<file path="src/rtl/rtc_pkg.sv">
// Shared BCD types and helpers for the rtc counter blocks.
package rtc_pkg;

    localparam int BCD_DIGIT_W = 4;

    typedef logic [BCD_DIGIT_W-1:0] bcd_digit_t;

    localparam logic [23:0] STOPWATCH_DIGIT_MAX = 24'h595999;

    // Out-of-range preset nibbles (including non-BCD codes) land on the digit's limit.
    function automatic bcd_digit_t bcd_clamp(input bcd_digit_t value, input bcd_digit_t limit);
        return (value > limit) ? limit : value;
    endfunction

endpackage

</file>
<file path="src/rtl/rtc_bcdchain_if.sv">
// Control/data bundle between the tick source, the BCD chain and the display path.
interface rtc_bcdchain_if
    import rtc_pkg::*;
#(
    parameter int NUM_DIGITS = 6
);

    logic                              i_tick;
    logic                              i_countenb;
    logic                              i_countinit;
    logic                              i_latchcount;
    logic                              i_load;
    logic [BCD_DIGIT_W*NUM_DIGITS-1:0] i_loadval;
    logic                              i_dir;
    logic [BCD_DIGIT_W*NUM_DIGITS-1:0] o_count;
    logic [BCD_DIGIT_W*NUM_DIGITS-1:0] o_latched;
    logic                              o_rollover;
    logic                              o_maxtime;

    modport master (
        output i_tick, i_countenb, i_countinit, i_latchcount, i_load, i_loadval, i_dir,
        input  o_count, o_latched, o_rollover, o_maxtime
    );

    modport slave (
        input  i_tick, i_countenb, i_countinit, i_latchcount, i_load, i_loadval, i_dir,
        output o_count, o_latched, o_rollover, o_maxtime
    );

endinterface

</file>
<file path="src/rtl/rtc_bcd_digit.sv">
// One BCD digit with its own limit; term flags the carry/borrow condition for the next digit.
module rtc_bcd_digit
    import rtc_pkg::*;
(
    input  logic       clk,
    input  logic       reset,
    input  bcd_digit_t limit,
    input  logic       step_en,
    input  logic       dir,
    input  logic       load,
    input  bcd_digit_t loadval,
    input  logic       clear,
    output bcd_digit_t value,
    output logic       term
);

    always_comb begin
        term = dir ? (value == '0) : (value == limit);
    end

    always_ff @(posedge clk) begin
        if (reset) begin
            value <= '0;
        end else if (clear) begin
            value <= '0;
        end else if (load) begin
            value <= bcd_clamp(loadval, limit);
        end else if (step_en) begin
            if (term) begin
                value <= dir ? limit : '0;
            end else begin
                value <= dir ? (value - 4'd1) : (value + 4'd1);
            end
        end
    end

endmodule

</file>
<file path="src/rtl/rtc_bcdchain.sv">
// Synchronous N-digit BCD chain with preset, lap snapshot and wrap/saturate terminal handling.
// Down-counting via i_dir is compiled in only when RTC_BCDCHAIN_DOWNCOUNT_EN is defined.
module rtc_bcdchain
    import rtc_pkg::*;
#(
    parameter int                          NUM_DIGITS = 6,
    parameter logic [4*NUM_DIGITS-1:0]     DIGIT_MAX  = STOPWATCH_DIGIT_MAX,
    parameter bit                          SATURATE   = 1'b0
) (
    input  logic          i_rtcclk,
    input  logic          i_reset,
    rtc_bcdchain_if.slave bus
);

    localparam int CW = BCD_DIGIT_W * NUM_DIGITS;

    logic                  step;
    logic                  dir_eff;
    logic                  all_term;
    logic                  hold_term;
    logic                  term_step;
    logic [NUM_DIGITS:0]   carry;
    logic [NUM_DIGITS-1:0] term;
    logic [NUM_DIGITS-1:0] step_en;
    bcd_digit_t            digit_val [NUM_DIGITS];
    logic [CW-1:0]         count_w;
    logic [CW-1:0]         latched_q;
    logic                  rollover_q;
    logic                  maxtime_q;

`ifdef RTC_BCDCHAIN_DOWNCOUNT_EN
    assign dir_eff = bus.i_dir;
`else
    logic unused_dir;
    assign unused_dir = bus.i_dir;
    assign dir_eff    = 1'b0;
`endif

    assign step = bus.i_tick & bus.i_countenb;

    // A digit moves only when every lower digit sits at its terminal value.
    always_comb begin
        carry    = '0;
        carry[0] = 1'b1;
        for (int k = 0; k < NUM_DIGITS; k++) begin
            carry[k+1] = carry[k] & term[k];
        end
    end

    assign all_term  = carry[NUM_DIGITS];
    assign hold_term = SATURATE & all_term;
    assign term_step = step & all_term & ~bus.i_countinit & ~bus.i_load;

    always_comb begin
        step_en = '0;
        for (int k = 0; k < NUM_DIGITS; k++) begin
            step_en[k] = step & carry[k] & ~hold_term;
        end
    end

    for (genvar k = 0; k < NUM_DIGITS; k++) begin : g_digit
        rtc_bcd_digit u_digit (
            .clk     (i_rtcclk),
            .reset   (i_reset),
            .limit   (DIGIT_MAX[k*BCD_DIGIT_W +: BCD_DIGIT_W]),
            .step_en (step_en[k]),
            .dir     (dir_eff),
            .load    (bus.i_load),
            .loadval (bus.i_loadval[k*BCD_DIGIT_W +: BCD_DIGIT_W]),
            .clear   (bus.i_countinit),
            .value   (digit_val[k]),
            .term    (term[k])
        );
    end

    always_comb begin
        count_w = '0;
        for (int k = 0; k < NUM_DIGITS; k++) begin
            count_w[k*BCD_DIGIT_W +: BCD_DIGIT_W] = digit_val[k];
        end
    end

    // Snapshot takes the pre-edge count; countinit deliberately leaves the lap value alone.
    always_ff @(posedge i_rtcclk) begin
        if (i_reset) begin
            latched_q  <= '0;
            rollover_q <= 1'b0;
            maxtime_q  <= 1'b0;
        end else begin
            rollover_q <= term_step;
            if (bus.i_countinit || bus.i_load) begin
                maxtime_q <= 1'b0;
            end else if (term_step) begin
                maxtime_q <= 1'b1;
            end
            if (bus.i_latchcount) begin
                latched_q <= count_w;
            end
        end
    end

    assign bus.o_count    = count_w;
    assign bus.o_latched  = latched_q;
    assign bus.o_rollover = rollover_q;
    assign bus.o_maxtime  = maxtime_q;

endmodule

</file>
<file path="src/flat_wrapper.sv">
// flat-port wrapper written by rule: the top's interface ports become plain ports
module rtc_bcdchain_flat import rtc_pkg::*;
#(
    parameter int                          NUM_DIGITS = 6,
    parameter logic [4*NUM_DIGITS-1:0]     DIGIT_MAX  = STOPWATCH_DIGIT_MAX,
    parameter bit                          SATURATE   = 1'b0
)
  (i_rtcclk, i_reset, bus_i_tick, bus_i_countenb, bus_i_countinit, bus_i_latchcount, bus_i_load, bus_i_loadval, bus_i_dir, bus_o_count, bus_o_latched, bus_o_rollover, bus_o_maxtime);
  rtc_bcdchain_if #(.NUM_DIGITS(NUM_DIGITS)) bus_i ();
  input  logic i_rtcclk;
  input  logic i_reset;
  input wire logic [$bits(bus_i.i_tick)-1:0] bus_i_tick;
  input wire logic [$bits(bus_i.i_countenb)-1:0] bus_i_countenb;
  input wire logic [$bits(bus_i.i_countinit)-1:0] bus_i_countinit;
  input wire logic [$bits(bus_i.i_latchcount)-1:0] bus_i_latchcount;
  input wire logic [$bits(bus_i.i_load)-1:0] bus_i_load;
  input wire logic [$bits(bus_i.i_loadval)-1:0] bus_i_loadval;
  input wire logic [$bits(bus_i.i_dir)-1:0] bus_i_dir;
  output wire logic [$bits(bus_i.o_count)-1:0] bus_o_count;
  output wire logic [$bits(bus_i.o_latched)-1:0] bus_o_latched;
  output wire logic [$bits(bus_i.o_rollover)-1:0] bus_o_rollover;
  output wire logic [$bits(bus_i.o_maxtime)-1:0] bus_o_maxtime;
  assign bus_i.i_tick = bus_i_tick;
  assign bus_i.i_countenb = bus_i_countenb;
  assign bus_i.i_countinit = bus_i_countinit;
  assign bus_i.i_latchcount = bus_i_latchcount;
  assign bus_i.i_load = bus_i_load;
  assign bus_i.i_loadval = bus_i_loadval;
  assign bus_i.i_dir = bus_i_dir;
  assign bus_o_count = bus_i.o_count;
  assign bus_o_latched = bus_i.o_latched;
  assign bus_o_rollover = bus_i.o_rollover;
  assign bus_o_maxtime = bus_i.o_maxtime;
  rtc_bcdchain #(.NUM_DIGITS(NUM_DIGITS), .DIGIT_MAX(DIGIT_MAX), .SATURATE(SATURATE)) u_core (.i_rtcclk(i_rtcclk), .i_reset(i_reset), .bus(bus_i));
endmodule
</file>
<file path="config.mk">
export PLATFORM = sky130hd
export DESIGN_NAME = rtc_bcdchain_flat
export DESIGN_NICKNAME = d
export VERILOG_FILES = /design/src/rtl/rtc_pkg.sv /design/src/rtl/rtc_bcdchain_if.sv /design/src/rtl/rtc_bcd_digit.sv /design/src/rtl/rtc_bcdchain.sv /design/src/flat_wrapper.sv
export SDC_FILE = /design/constraint.sdc
export NUM_CORES = 1
export LEC_CHECK = 0
export CELL_PAD_IN_SITES_DETAIL_PLACEMENT = 0
export CELL_PAD_IN_SITES_GLOBAL_PLACEMENT = 1
export CORE_MARGIN = 5
export CORE_UTILIZATION = 33
export CTS_CLUSTER_SIZE = 10
export DETAILED_ROUTE_END_ITERATION = 16
export GPL_TIMING_DRIVEN = 0
export PLACE_DENSITY_LB_ADDON = 0.1
export SLEW_MARGIN = 20
export SYNTH_ARGS = -nofsm -noshare
export SYNTH_HDL_FRONTEND = slang
export SYNTH_SLANG_ARGS = --single-unit
</file>
<file path="constraint.sdc">
create_clock -name i_rtcclk -period 1.79 [get_ports i_rtcclk]
set_input_delay 0.4475 -clock i_rtcclk [delete_from_list [all_inputs] [get_ports i_rtcclk]]
set_output_delay 0.4475 -clock i_rtcclk [all_outputs]
set_load 0.005 [all_outputs]
</file>
==> results of run 1 <==
==> through the flow <==
stage,hold WS [ns],setup slack (ns)
2_1_floorplan,0.4604,0.2775
6_report,0.4849,0.05489
4_1_cts,0.4955,0.008886
3_3_place_gp,0.4649,-0.4056
5_1_grt,0.5019,-0.01195
3_5_place_dp,0.4744,-0.4293
==> metal layers <==
layer | vias up | routed length [um]
li1 | 1140 | -
met3 | 8 | 369
met5 | - | 0
met4 | 0 | 85
met1 | 1049 | 3379
met2 | 54 | 3247
==> flip-flops by register name, summed over array words and instances, names as in the netlist <==
name / count
u_core.bus.o_latched: 24
u_core.g_digit.u_digit.value: 24
u_core.bus.o_maxtime: 1
u_core.bus.o_rollover: 1
==> final cells by class <==
cell class,instances,area [um^2],area share
multi-input combinational,198,1324,0.3748
sequential,50,1028,0.2912
timing repair buffer,78,775.7,0.2196
tap,99,123.9,0.03507
clock buffer,6,82.58,0.02338
buffer,15,73.82,0.02090
inverter,17,63.81,0.01807
clock inverter,2,60.06,0.01700
==> what timing repair did <==
action                                  4_1_cts  5_1_grt
gates resized for setup                      18        8
buffers inserted                              1        0
endpoints found under the setup margin       23       16
pin swaps                                     1        1
gates cloned                                  0        0
==> kinds of logic (layout without fill, tap and decap cells) <==
family / Yosys count / count (layout) / synth area share
XOR/XNOR: 10 / 10 / 0.03586
AO/OA/AOI/OAI: 60 / 60 / 0.1588
AND/OR/NAND/NOR: 101 / 101 / 0.2310
multiplexers: 27 / 27 / 0.1107
flip-flops: 50 / 50 / 0.4098
buffers and inverters: 32 / 118 / 0.05379
==> power by group <==
part / internal (mW) / total [mW] / leakage [nW] / switching [mW]
Clock: 0.596 / 0.985 / 0.0714 / 0.389
Combinational: 0.161 / 0.292 / 0.833 / 0.132
Sequential: 1.14 / 1.18 / 0.414 / 0.0385
==> cells in the final DEF, fill, tap and decap left out, types with 3 or more instances in the layout <==
cell type	Yosys	routed
a211oi_1	6	6
a21oi_1	13	13
a31oi_1	3	3
clkbuf_1	10	10
clkbuf_8	0	6
clkdlybuf4s50_1	0	75
dfxtp_1	50	32
dfxtp_2	0	16
inv_1	17	17
mux2i_1	27	27
nand2_1	17	17
nand2b_1	6	6
nand3_1	5	5
nand3b_1	4	4
nor2_1	43	43
nor2b_1	3	3
nor3_1	6	6
o21a_1	4	4
o21ai_0	10	10
o21ai_1	8	8
o22ai_1	3	3
xnor2_1	6	6
xor2_1	4	4
==> how the worst min path moves through the flow <==
| stage | from | to | cells after the start |
|---|---|---|---|
| 3_5_place_dp | u_core.bus.o_maxtime$_SDFFE_PP0P_ | u_core.bus.o_maxtime$_SDFFE_PP0P_ | 2 |
| 3_3_place_gp | u_core.bus.o_maxtime$_SDFFE_PP0P_ | u_core.bus.o_maxtime$_SDFFE_PP0P_ | 2 |
| 6_report | u_core.bus.o_maxtime$_SDFFE_PP0P_ | u_core.bus.o_maxtime$_SDFFE_PP0P_ | 2 |
| 2_1_floorplan | u_core.bus.o_maxtime$_SDFFE_PP0P_ | u_core.bus.o_maxtime$_SDFFE_PP0P_ | 2 |
| 4_1_cts | u_core.bus.o_maxtime$_SDFFE_PP0P_ | u_core.bus.o_maxtime$_SDFFE_PP0P_ | 2 |
| 5_1_grt | u_core.bus.o_maxtime$_SDFFE_PP0P_ | u_core.bus.o_maxtime$_SDFFE_PP0P_ | 2 |
==> flow_summary.rst, run 1 <==
.. list-table::
   :header-rows: 1

   * - Metric
     - Value
   * - Biggest cell delay along the critical path
     - 0.55 ns
   * - Synth Area per Inst
     - 8.723 um^2
   * - Remaining routing DRC violations
     - 0
   * - Final routed wirelength across all metal layers
     - 7081 um
   * - Fmax
     - 576.3 MHz
   * - Final design instance area without fill
     - 3532 um^2
   * - Antenna diode count
     - 0
   * - P per Cell Area
     - 695.2 nW/um^2
   * - Largest driver fanout on the critical path
     - 6
   * - Area contributors post-synth
     - dfxtp_1 41%, mux2i_1 11%, nor2_1 6.6%
   * - Register-to-Register Setup Slack
     - 0.10 ns
   * - Largest net degree at the start of global routing
     - 16
   * - Element type at the critical path start
     - register
   * - Number of nets at the end of the flow
     - 397
   * - Worst slew pin tran
     - 0.5829 ns
   * - Site Rows
     - 31
   * - Leading post-synthesis cells by instance count
     - 50 x dfxtp_1, 43 x nor2_1, 27 x mux2i_1
   * - Fraction of synthesis flops using an asynchronous set or reset pin
     - 0
   * - Final Hold Viols
     - 0
   * - Leakage component of the power
     - 1.319 nW
   * - Estimated wirelength of the detail-placed design
     - 5152 um
   * - Core Footprint
     - 7214 um^2
   * - Class of the most critical setup path
     - reg -> out
   * - Clk Latency, worst-skew pair
     - 0.31 ns
   * - Top-count cell post-synth
     - dfxtp_1
   * - Category of cells accounting for the largest share of critical-path delay
     - buffers and inverters
   * - Post-synthesis instance total
     - 280
   * - Required time worst endpoint
     - 1.34 ns
   * - GR met2 Demand/Resource
     - 0.2680
   * - Number of nets still failing antenna checks after routing
     - 0
   * - CTS Buf Count
     - 5
   * - Cells along the critical path
     - clkdlybuf4s50_1
   * - Die outline area
     - 9222 um^2
   * - Detail-routed net length per standard cell
     - 15.23 um
   * - Share of synthesized area occupied by flip-flops and latches
     - 0.4098
   * - Count of warnings emitted by yosys
     - 0
   * - First drt pass iteration count
     - 4
   * - Number of nets produced by synthesis
     - 312
   * - Rel. slew slack
     - 0.6114
   * - Cell taking the most area after synthesis
     - dfxtp_1
   * - Die height
     - 96.03 um
   * - Total global routing overflow
     - 0
   * - Share of the clock period used by the worst path after layout
     - 0.9693
   * - Max-slew violation count
     - 0
   * - Weighted congestion at the end of routability-driven global placement
     - 0.8214
   * - Number of DRC markers after the initial detailed-route iteration
     - 64
   * - Fraction of layout instances using a drive strength above 1
     - 0.1148
   * - Minimum period implied by the final worst setup slack
     - 1.735 ns
   * - Wire length of the first global-routing pass
     - 11630 um
   * - Fin Setup TNS
     - 0 ns
   * - Maximum buffer depth of the clock tree
     - 2
   * - Area share of the largest cell type after synthesis
     - 0.4098
   * - Placed Cells incl. Taps
     - 456
   * - Worst Setup SP
     - u_core.g_digit[5].u_digit.value[2]$_SDFFE_PP0P_
   * - I/O pin count
     - 82
   * - RR Endpoint
     - u_core.g_digit[4].u_digit.value[3]$_SDFFE_PP0P_
   * - Met3 usage
     - 0.04300
   * - GRT Overall Usage
     - 0.1643
   * - RSZ-0062 raised after global routing
     - true
   * - Clock tree from TritonCTS
     - done
   * - #FFs+latches synth
     - 50
   * - Post-DR vias/cell
     - 4.841
   * - Buf+Inv Stages, Crit Path
     - 1
   * - Via count
     - 2251
   * - End point of the critical path
     - bus_o_count[22]
   * - Post-synthesis cell type count
     - 47
   * - Sink Count
     - 50
   * - Area of placed instances
     - 3337 um^2
   * - Largest voltage drop on the vdd net
     - 338.9 uV
   * - Met1 Track Usage GR
     - 0.2127
   * - Clock tree root driver cell
     - clkbuf_8
   * - Final setup vio count
     - 0
   * - Count of input and output buffers
     - 77
   * - Growth of design area from synthesis to finish
     - 44.62%
   * - Number of global-route vias before repair
     - 2284
   * - Clock slew at the register clock pins of the worst setup and hold paths
     - 0.09 ns
   * - Classification of the worst-slack hold path
     - reg -> reg
   * - Kind of end point of the critical path
     - output port
   * - Count of flip-flops with a built-in enable after synthesis
     - 0
   * - Initial core utilization
     - 0.3385
   * - Die span in x
     - 96.03 um
   * - Hold-fix buffers at CTS
     - 0
   * - Number of cells on the critical path
     - 1
   * - Arrival time worst endpoint
     - 1.29 ns
   * - Global routing's busiest layer
     - met2
   * - Fill cell total of the finished layout
     - 754
   * - CTS H-Tree Depth
     - 2
   * - Final cell count without fillers
     - 465
   * - Post-route core utilization
     - 0.4896
   * - Crit path max-delay cell type
     - clkdlybuf4s50_1
   * - Synth Flop Type
     - dfxtp_1
   * - Max-capacitance violation count
     - 0
   * - Worst r2r path cells
     - 6
   * - Critical register-to-register path startpoint
     - u_core.g_digit[0].u_digit.value[1]$_SDFFE_PP0P_
   * - Status
     - finished clean
   * - Synthesized area
     - 2442 um^2
   * - Antenna violations before repair
     - 0
   * - Power Total
     - 2.456 mW
   * - Setup clock skew after layout
     - 0.01065 ns
Power figures use the tool's default switching activity.
==> inputs of run 2 (changes only) <==
--- a/config.mk
+++ b/config.mk
@@ -8,7 +8,7 @@
 export CELL_PAD_IN_SITES_DETAIL_PLACEMENT = 0
 export CELL_PAD_IN_SITES_GLOBAL_PLACEMENT = 1
 export CORE_MARGIN = 5
-export CORE_UTILIZATION = 33
+export CORE_UTILIZATION = 36
 export CTS_CLUSTER_SIZE = 10
 export DETAILED_ROUTE_END_ITERATION = 16
 export GPL_TIMING_DRIVEN = 0
==> constraint.sdc (replaced) <==
create_clock -name i_rtcclk -period 2.2 [get_ports i_rtcclk]
set_input_delay 0.55 -clock i_rtcclk [delete_from_list [all_inputs] [get_ports i_rtcclk]]
set_output_delay 0.55 -clock i_rtcclk [all_outputs]
set_load 0.005 [all_outputs]
==> run 2 against run 1 <==
Against the previous run: combinational power down 19%; highest routed layer unchanged; die area down 7.5%; sequential share of layout area up 0.41 points.
==> flow_summary.rst, run 2 (synthesized netlist as in run 1, its figures left out) <==
.. list-table::
   :header-rows: 1

   * - Metric
     - Value
   * - Die span in x
     - 92.37 um
   * - Detail-routed net length per standard cell
     - 15.39 um
   * - Rel. slew slack
     - 0.6065
   * - Register-to-Register Setup Slack
     - 0.50 ns
   * - Critical register-to-register path startpoint
     - u_core.g_digit[0].u_digit.value[0]$_SDFFE_PP0P_
   * - Maximum buffer depth of the clock tree
     - 2
   * - First drt pass iteration count
     - 4
   * - I/O pin count
     - 82
   * - CTS H-Tree Depth
     - 2
   * - Clock slew at the register clock pins of the worst setup and hold paths
     - 0.08 ns
   * - RR Endpoint
     - u_core.g_digit[1].u_digit.value[3]$_SDFFE_PP0P_
   * - Most common cell after layout, fill and taps aside
     - clkdlybuf4s50_1
   * - Final routed wirelength across all metal layers
     - 6833 um
   * - Number of nets at the end of the flow
     - 396
   * - Worst r2r path cells
     - 6
   * - Growth of design area from synthesis to finish
     - 38.78%
   * - Share of the clock period used by the worst path after layout
     - 0.9010
   * - Final design instance area without fill
     - 3390 um^2
   * - Area of the multi-input gates
     - 1310 um^2
   * - Area of placed instances
     - 3313 um^2
   * - Worst Setup SP
     - bus_i_countenb
   * - Class of the most critical setup path
     - in -> reg
   * - Power Total
     - 1.702 mW
   * - Largest net degree at the start of global routing
     - 14
   * - Fin Hold WS
     - 0.4800 ns
   * - Post-DR vias/cell
     - 5.065
   * - Kind of end point of the critical path
     - register
   * - Antenna violations before repair
     - 0
   * - Largest driver fanout on the critical path
     - 6
   * - Clock tree root driver cell
     - clkbuf_8
   * - DP Worst Slack
     - -0.1019 ns
   * - Minimum period implied by the final worst setup slack
     - 1.982 ns
   * - Largest voltage drop on the vdd net
     - 311.7 uV
   * - Element type at the critical path start
     - input port
   * - Clk Latency, worst-skew pair
     - 0.30 ns
   * - Worst slew pin tran
     - 0.5903 ns
   * - Number of nets still failing antenna checks after routing
     - 0
   * - Required time worst endpoint
     - 2.36 ns
   * - CTS resizes
     - 0
   * - Setup clock skew after layout
     - 0.007883 ns
   * - Die height
     - 92.37 um
   * - Final Hold Viols
     - 0
   * - Total global routing overflow
     - 0
   * - Hold-fix buffers at CTS
     - 0
   * - Status
     - finished clean
   * - Antenna diode count
     - 0
   * - Estimated wirelength of the detail-placed design
     - 4962 um
   * - Initial core utilization
     - 0.3655
   * - Via count
     - 2249
   * - Site Rows
     - 30
   * - Number of DRC markers after the initial detailed-route iteration
     - 53
   * - Commonest non-fill, non-tap cells in the layout
     - 77 x clkdlybuf4s50_1, 50 x dfxtp_1, 43 x nor2_1
   * - Fmax
     - 504.5 MHz
   * - Fraction of layout instances using a drive strength above 1
     - 0.05495
   * - Weighted congestion at the end of routability-driven global placement
     - 0.7535
   * - Remaining routing DRC violations
     - 0
   * - RSZ-0062 raised after global routing
     - false
   * - Area of all sequential standard cells
     - 1001 um^2
   * - Final setup vio count
     - 0
   * - Number of post-CTS setup repair buffers
     - 0
   * - Sink Count
     - 50
   * - Die outline area
     - 8531 um^2
   * - Number of global-route vias before repair
     - 2258
   * - GRT Overall Usage
     - 0.1609
   * - Core Footprint
     - 6681 um^2
   * - Classification of the worst-slack hold path
     - reg -> reg
   * - Final worst setup slack
     - 0.2178 ns
   * - End point of the critical path
     - u_core.g_digit[1].u_digit.value[3]$_SDFFE_PP0P_
   * - Arrival time worst endpoint
     - 2.14 ns
   * - Max-slew violation count
     - 0
   * - Max-capacitance violation count
     - 0
   * - Fill cell total of the finished layout
     - 660
   * - Wire length of the first global-routing pass
     - 11000 um
   * - P per Cell Area
     - 502.1 nW/um^2
   * - Clock tree from TritonCTS
     - done
   * - Count of input and output buffers
     - 77
   * - CTS Buf Count
     - 5
   * - Leakage component of the power
     - 1.267 nW
==> run 2: cell count changes in the layout (fill, tap and decap cells not counted), sizes merged <==
cell           before  now
buf                 6    5
bufinv              2    0
clkbuf             16   17
clkdlybuf4s50      75   77
dlygate4sd2         2    0
==> run 2: final cells by class <==
class / instances / area share
clock buffer: 7 / 0.02252
multi-input combinational: 198 / 0.3865
buffer: 15 / 0.01993
timing repair buffer: 77 / 0.2274
tap: 80 / 0.02953
sequential: 50 / 0.2953
inverter: 17 / 0.01883
==> run 2: metal layers <==
layer	GRT usage	wire length, um	vias to the layer above
li1	-	-	1140
met1	0.1907	3065	1051
met2	0.2816	3326	53
met3	0.04712	390	5
met4	0.04455	51	0
met5	0	0	-
==> run 2: worst min-delay path by stage <==
stage | from | end | slack (ns) | cells after the start
after floorplan | u_core.bus.o_maxtime$_SDFFE_PP0P_ | u_core.bus.o_maxtime$_SDFFE_PP0P_ | 0.46 | 2
after global placement | u_core.bus.o_maxtime$_SDFFE_PP0P_ | u_core.bus.o_maxtime$_SDFFE_PP0P_ | 0.45 | 2
after detailed placement | u_core.bus.o_maxtime$_SDFFE_PP0P_ | u_core.bus.o_maxtime$_SDFFE_PP0P_ | 0.46 | 2
after CTS | u_core.bus.o_maxtime$_SDFFE_PP0P_ | u_core.bus.o_maxtime$_SDFFE_PP0P_ | 0.48 | 2
after global routing | u_core.bus.o_latched[5]$_SDFFE_PP0P_ | u_core.bus.o_latched[5]$_SDFFE_PP0P_ | 0.53 | 2
final | u_core.bus.o_maxtime$_SDFFE_PP0P_ | u_core.bus.o_maxtime$_SDFFE_PP0P_ | 0.48 | 2
==> run 2: worst max-delay path, cell delays in order <==
cell and delay (ns):
clkdlybuf4s50_1 0.51, and3_1 0.16, buf_2 0.18, nand3_1 0.19, o21bai_1 0.21, a221oi_1 0.29, nor3_1 0.07
==> run 2: report_power, final <==
group / leakage, nW / internal, mW / total, mW / switching [mW]
combinational: 0.823 / 0.131 / 0.236 / 0.105
clock: 0.0383 / 0.220 / 0.508 / 0.289
sequential: 0.406 / 0.926 / 0.957 / 0.0308
==> run 2: metrics by stage <==
stage / util / cells / TNS (ns)
2_1_floorplan: - / 280 / 0
3_3_place_gp: 0.4959 / 437 / -0.5130
3_5_place_dp: 0.4959 / 437 / -0.6361
4_1_cts: 0.5073 / 444 / 0
5_1_grt: 0.5073 / 444 / 0
6_report: 0.5073 / 444 / 0
